## src/rtl/icw_sequencer.sv

```systemverilog
// icw_sequencer: steps ICW1..ICW4 initialization, holds config, decodes OCW1-3 once ready.
// Latency: registered outputs and pulses appear one cycle after the accepting write edge.
// Backpressure: none; every write_strobe is processed, back-to-back writes allowed.
// Optional feature: define ICW_SEQUENCE_ERROR_EN to build the sticky sequence_error register.
module icw_sequencer #(
    parameter int CASCADE_WIDTH  = 8,
    parameter int SLAVE_ID_WIDTH = 3
) (
    input  logic                      clock,
    input  logic                      reset,
    input  logic                      write_strobe,
    input  logic                      address_0,
    input  logic [7:0]                internal_data_bus,
    output logic [2:0]                init_state,
    output logic                      init_done,
    output logic [4:0]                interrupt_vector_address,
    output logic [2:0]                call_address,
    output logic                      level_or_edge_triggered_config,
    output logic                      call_address_interval_4_or_8_config,
    output logic                      single_or_cascade_config,
    output logic                      set_icw4_config,
    output logic [CASCADE_WIDTH-1:0]  cascade_device_config,
    output logic [SLAVE_ID_WIDTH-1:0] slave_id,
    output logic                      u8086_or_mcs80_config,
    output logic                      auto_eoi_config,
    output logic                      buffered_master_or_slave_config,
    output logic                      buffered_mode_config,
    output logic                      special_fully_nest_config,
    output logic                      clear_mask_pulse,
    output logic                      write_ocw1,
    output logic                      write_ocw2,
    output logic                      write_ocw3,
    output logic                      sequence_error
);

    typedef enum logic [2:0] {
        IDLE      = 3'd0,
        WAIT_ICW2 = 3'd1,
        WAIT_ICW3 = 3'd2,
        WAIT_ICW4 = 3'd3,
        READY     = 3'd4
    } state_t;

    state_t                    state_q, state_d;
    logic [4:0]                vector_q, vector_d;
    logic [2:0]                call_q, call_d;
    logic [3:0]                icw1_low_q, icw1_low_d;   // {LTIM, ADI, SNGL, IC4}
    logic [CASCADE_WIDTH-1:0]  cascade_q, cascade_d;
    logic [SLAVE_ID_WIDTH-1:0] sid_q, sid_d;
    logic [4:0]                icw4_q, icw4_d;
    logic                      clr_q, clr_d;
    logic                      ocw1_q, ocw1_d;
    logic                      ocw2_q, ocw2_d;
    logic                      ocw3_q, ocw3_d;
    logic                      is_icw1;
    logic                      err_event;

    // ICW1 is recognised in every state and always restarts the sequence
    assign is_icw1 = write_strobe && !address_0 && internal_data_bus[4];

    // Next-state, register capture and pulse generation
    always_comb begin
        state_d    = state_q;
        vector_d   = vector_q;
        call_d     = call_q;
        icw1_low_d = icw1_low_q;
        cascade_d  = cascade_q;
        sid_d      = sid_q;
        icw4_d     = icw4_q;
        clr_d      = 1'b0;
        ocw1_d     = 1'b0;
        ocw2_d     = 1'b0;
        ocw3_d     = 1'b0;
        err_event  = 1'b0;
        if (is_icw1) begin
            call_d     = internal_data_bus[7:5];
            icw1_low_d = internal_data_bus[3:0];
            clr_d      = 1'b1;
            if (!internal_data_bus[0]) icw4_d = 5'd0;
            state_d    = WAIT_ICW2;
        end else if (write_strobe) begin
            case (state_q)
                IDLE: err_event = address_0;
                WAIT_ICW2: begin
                    if (address_0) begin
                        vector_d = internal_data_bus[7:3];
                        if (!icw1_low_q[1])     state_d = WAIT_ICW3;
                        else if (icw1_low_q[0]) state_d = WAIT_ICW4;
                        else                    state_d = READY;
                    end else begin
                        err_event = 1'b1;
                    end
                end
                WAIT_ICW3: begin
                    if (address_0) begin
                        cascade_d = internal_data_bus[CASCADE_WIDTH-1:0];
                        sid_d     = internal_data_bus[SLAVE_ID_WIDTH-1:0];
                        state_d   = icw1_low_q[0] ? WAIT_ICW4 : READY;
                    end else begin
                        err_event = 1'b1;
                    end
                end
                WAIT_ICW4: begin
                    if (address_0) begin
                        icw4_d  = internal_data_bus[4:0];
                        state_d = READY;
                    end else begin
                        err_event = 1'b1;
                    end
                end
                READY: begin
                    if (address_0)                         ocw1_d = 1'b1;
                    else if (!internal_data_bus[3])        ocw2_d = 1'b1;
                    else                                   ocw3_d = 1'b1;
                end
                default: state_d = IDLE;
            endcase
        end
    end

    // State and configuration registers; reset wins over a coincident write
    always_ff @(posedge clock) begin
        if (reset) begin
            state_q    <= IDLE;
            vector_q   <= '0;
            call_q     <= '0;
            icw1_low_q <= '0;
            cascade_q  <= '0;
            sid_q      <= '0;
            icw4_q     <= '0;
            clr_q      <= 1'b0;
            ocw1_q     <= 1'b0;
            ocw2_q     <= 1'b0;
            ocw3_q     <= 1'b0;
        end else begin
            state_q    <= state_d;
            vector_q   <= vector_d;
            call_q     <= call_d;
            icw1_low_q <= icw1_low_d;
            cascade_q  <= cascade_d;
            sid_q      <= sid_d;
            icw4_q     <= icw4_d;
            clr_q      <= clr_d;
            ocw1_q     <= ocw1_d;
            ocw2_q     <= ocw2_d;
            ocw3_q     <= ocw3_d;
        end
    end

`ifdef ICW_SEQUENCE_ERROR_EN
    logic err_q, err_d;

    // Sticky error: set on a protocol violation, cleared by an accepted ICW1
    always_comb begin
        err_d = err_q;
        if (is_icw1)        err_d = 1'b0;
        else if (err_event) err_d = 1'b1;
    end

    // Error flag register
    always_ff @(posedge clock) begin
        if (reset) err_q <= 1'b0;
        else       err_q <= err_d;
    end

    assign sequence_error = err_q;
`else
    logic unused_err;
    assign unused_err     = err_event;
    assign sequence_error = 1'b0;
`endif

    assign init_state                          = state_q;
    assign init_done                           = (state_q == READY);
    assign interrupt_vector_address            = vector_q;
    assign call_address                        = call_q;
    assign level_or_edge_triggered_config      = icw1_low_q[3];
    assign call_address_interval_4_or_8_config = icw1_low_q[2];
    assign single_or_cascade_config            = icw1_low_q[1];
    assign set_icw4_config                     = icw1_low_q[0];
    assign cascade_device_config               = cascade_q;
    assign slave_id                            = sid_q;
    assign u8086_or_mcs80_config               = icw4_q[0];
    assign auto_eoi_config                     = icw4_q[1];
    assign buffered_master_or_slave_config     = icw4_q[2];
    assign buffered_mode_config                = icw4_q[3];
    assign special_fully_nest_config           = icw4_q[4];
    assign clear_mask_pulse                    = clr_q;
    assign write_ocw1                          = ocw1_q;
    assign write_ocw2                          = ocw2_q;
    assign write_ocw3                          = ocw3_q;

endmodule

```

## config.mk

```make
export PLATFORM = sky130hd
export DESIGN_NAME = icw_sequencer
export DESIGN_NICKNAME = d
export VERILOG_FILES = /design/src/rtl/icw_sequencer.sv
export SDC_FILE = /design/constraint.sdc
export NUM_CORES = 1
export LEC_CHECK = 0
export ABC_AREA = 1
export CORE_ASPECT_RATIO = 1.5
export CORE_UTILIZATION = 45
export CTS_BUF_LIST = sky130_fd_sc_hd__clkbuf_4 sky130_fd_sc_hd__clkbuf_8
export DETAILED_ROUTE_END_ITERATION = 12
export PLACE_DENSITY_LB_ADDON = 0.3
export REMOVE_ABC_BUFFERS = 1
export SLEW_MARGIN = 20
export SYNTH_ARGS = -nofsm -noshare
export SYNTH_HDL_FRONTEND = slang
export SYNTH_SLANG_ARGS = --single-unit
```

## constraint.sdc

```tcl
create_clock -name clock -period 3 [get_ports clock]
set_input_delay 0.6 -clock clock [delete_from_list [all_inputs] [get_ports clock]]
set_output_delay 0.6 -clock clock [all_outputs]
set_load 0.02 [all_outputs]
```

Word level (Yosys, flattened, before mapping). Index checks and enable logic that the tools add are counted.

Flip-flop bits (word level): 35. Input port bits: 12.

Equal/unequal tests: 12. Muxes and demuxes: 17. Bitwise gates (word level): 4. Reductions and logical operators: 16.

Operator list (count): 2-to-1 mux 5 bit (5); 2-to-1 mux 3 bit (5); case mux 3 bit (4 select lines) (1); AND reduction 4 bit (3); AND reduction 5 bit (2); inequality test 3 bit, second input constant (3); inequality test 2 bit, second input constant (4); == test 3 x 2 -> 1 bit, second input constant (2); 2-to-1 mux 1 bit (6); nonzero test 2 bit (3); OR reduction 5 bit (1); inverter 1 bit (4); OR reduction 2 bit (2); OR reduction 4 bit (1); == test 3 x 1 -> 1 bit, second input constant (1); == test 3 bit, second input constant (1); logical NOT 3 bit (1); logical AND 1 bit (2); inequality test 2 x 1 -> 1 bit, second input constant (1); logical NOT 1 bit (1).

Logic depth before layout (Yosys ltp).
Word-level depth: 6. Mapped depth: 8. Mapped depth without buffers: 8.

Worst setup path before layout. No wires, ideal clock.

Kind: reg-to-output. Start: register state_q[1], in the netlist init_state[1]. End: output port init_done. Arrival time: 0.997 ns. Setup slack: 1.403 ns. Stages on the path, launching flop included: 4. Buffers on the path: 0. Cell sequence: dfxtp_1 > nor2_1 > inv_1 > nor2_1.

Longest elaborated chain between the ends: 1.

Ends and longest elaborated chain: from (decl) (RTL line 44) `state_t state_q, state_d;`; from (signal assigned) (RTL line 136) `state_q <= state_d;`; == test 3 bit (RTL line 174) `assign init_done = (state_q == READY);`; to (decl) (RTL line 15) `output logic init_done,`.

Every way passes these cells.

Final worst setup path. Ends and elaborated chain as after synthesis.

==> results by group <==
Clock network
  – Worst skew pair latency: ~0.28 ns
  – CTS tree: yes
  – Clock sinks: 32
  – # hold bufs at CTS: 0
  – Clk slew on worst S/H paths: 0.06 ns
  – Num CTS Buffers: 5
  – Setup Fix Bufs, Post-CTS: 0
  – Root buffer cell: clkbuf_8
  – Cts repair resizes: 0
  – Clk buf depth: 2
  – H-tree depth: 2

Logic synthesis
  – Yosys reg bits: 32
  – Post-synthesis sequential area ratio: 0.497
  – Synth warnings: 0
  – Post-synthesis instance area: 0.00129 mm²
  – Mapped Avg Cell Area: 7.54 µm²
  – Cell count after synthesis: 171
  – Synth unique cells: 19

Setup path
  – R2r setup slk: 1.48 ns
  – CP Launch Type: flip-flop
  – Worst Path Class, Setup: reg -> out
  – Crit. End Element: output pin
  – Most common cell on crit path: nor2_1
  – Critical Path RT: 2.40 ns
  – Crit-path slowest cell: clkdlybuf4s50_1
  – Worst EP arrival: between 1.5 and 2 ns
  – Critical path cell sequence: nor2_1, inv_1, nor2_1, clkdlybuf4s50_1
  – Critical-path maximum fanout: 7
  – Crit path largest cell delay: 0.63 ns

Flow run
  – Max Cap Viol: 0

Final layout
  – Nets: roughly 230
  – Most common cell after layout, fill and taps aside: clkdlybuf4s50_1
  – Most frequent cells in the layout: clkdlybuf4s50_1 (47), nand2_1 (32), dfxtp_1 (32)
  – Non-filler cells, final: approximately 260
  – Antenna diodes: 0
  – Layout cell share with drive strength beyond 1: 0.0913
  – P&R area growth vs syn: 44.5%

STA
  – Unrepaired setup endpoints after global routing: false
  – Slew Viols, Final: 0
  – Endpoints failing hold: 0
  – Tmin final: 2.37 ns
  – Final Setup Violations: 0
  – Clock Skew: 0.00685 ns
  – TNS Setup: 0 ns
  – Fmax: 0.421 GHz
  – Final period utilization: 0.791

Placed design
  – HPWL after DPL: 2560 µm
  – Cell Count Post-Placement: 249
  – Port Buffers: 47
  – RePlAce Congestion: 0.837

Floorplanning
  – Core Footprint: 0.00271 mm²
  – Die W: between 40 and 50 µm
  – I/O pin total: slightly below 50
  – Site Rows: 23
  – Die ar.: 0.00309 mm²
  – Initial Util: 0.476
  – Die Span Y: 67.5 µm

Drt
  – Wire per inst: 13.2 µm
  – DRT iter0 DRCs: 26
  – Drt first pass iters: 4
  – Via count: between 1000 and 1500
  – Drt drc: 0
  – Total Wirelength: 3390 µm
  – Routed Antenna Nets: 0
  – Routed vias/inst: between 5 and 6

Outcome
  – Status: finished, final reports clean

GRT
  – Met2 GRT Util: 0.455
  – GR Util met3: 0.0642
  – Total global-route track usage: 0.253
  – GRT busiest layer: met2
  – Antenna violations before repair: 0
  – Gr ovfl total: 0
  – Vias in the first global route: 1224
  – Met1 Resource Use GR: 0.268
  – Largest net degree at the start of global routing: 17
  – First-pass GRT wire length: between 5000 and 6000 µm

Hold path
  – Worst Hold Class: reg -> reg

Pwr
  – Cell Pwr Density: around 470 mW/mm²
  – Leak pwr: 0.000757 µW
  – Peak VDD IR: 305 µV
## registers in the layout, indices dropped and copies added, names as in the netlist
name,cells
write_ocw3,1
call_address,3
icw4_q,5
clear_mask_pulse,1
interrupt_vector_address,5
write_ocw2,1
icw1_low_q,4
init_state,3
cascade_device_config,8
write_ocw1,1
## Yosys cell counts
cell      n  area (µm²)
dfxtp_1  32         641
nand2_1  32         120
nor2_1   25        93.8
inv_1    14        52.6
o21ai_0  14        70.1
a21oi_1  11        55.1
nand3_1   9        45.0
o21ai_1   6        30.0
buf_4     5        37.5
inv_2     4        15.0
nand2_2   4        25.0
a22o_1    3        26.3
buf_2     2        10.0
nand4_1   2        12.5
nor2_2    2        12.5
nor2_4    2        22.5
nor3_1    2        10.0
conb_1    1        3.75
nor4_1    1        6.26
## stage by stage
stage	area (µm²)	utilization	power, µW	worst slack [ns]	hold slack (ns)
final	1860	0.688	867	0.626	0.465
after global routing	1860	0.688	901	0.465	0.489
after CTS	1860	0.688	871	0.644	0.468
after detailed placement	1770	0.653	527	0.770	0.450
after global placement	1770	0.653	525	0.897	0.452
after floorplan	1240	-	483	1.40	0.534
## layout make-up
| cell class | instances | area (µm²) |
|---|---|---|
| clock buffers | 7 | 96.3 |
| fillers | 264 | 843 |
| inverters | 18 | 67.6 |
| multi-input cells | 114 | 533 |
| flip-flops and latches | 32 | 641 |
| well taps | 37 | 46.3 |
| repair buffers | 48 | 478 |
## final timing paths
check                           depth (start not counted)       startpoint                       end
worst max-delay path                                    4    init_state[1]                 init_done
worst min-delay path                                    2  call_address[1]           call_address[1]
worst max register to register                          6    init_state[2]  cascade_device_config[2]
worst min register to register                          2  call_address[1]           call_address[1]
## worst max-delay path, delay by kind of cell (launching register included)
kind	cells	cell delay, ns
buf+inv	2	0.72
simple gates	2	0.42
flops	1	0.36
## where the power goes
part	leakage, µW	switching [µW]	internal [µW]	total (µW)
Clock	0.0000503	145	204	349
Sequential	0.000259	4.71	432	437
Combinational	0.000448	46.9	34.1	81.0
## kinds of logic (layout without fill, tap and decap cells)
logic type | count (synthesis) | in the layout | synth area share
buf+inv | 25 | 73 | 0.0893
compound gates | 34 | 34 | 0.141
simple gates | 79 | 79 | 0.270
other cells | 1 | 1 | 0.00291
flops | 32 | 32 | 0.497
## layer usage
layer  vias to the layer above  part of all wire
met3                        10             0.043
met5                         -                 0
met2                        38              0.55
met4                         0             0.024
li1                        641                 -
met1                       599              0.38
Note: power is estimated with default switching activity, not from simulation.
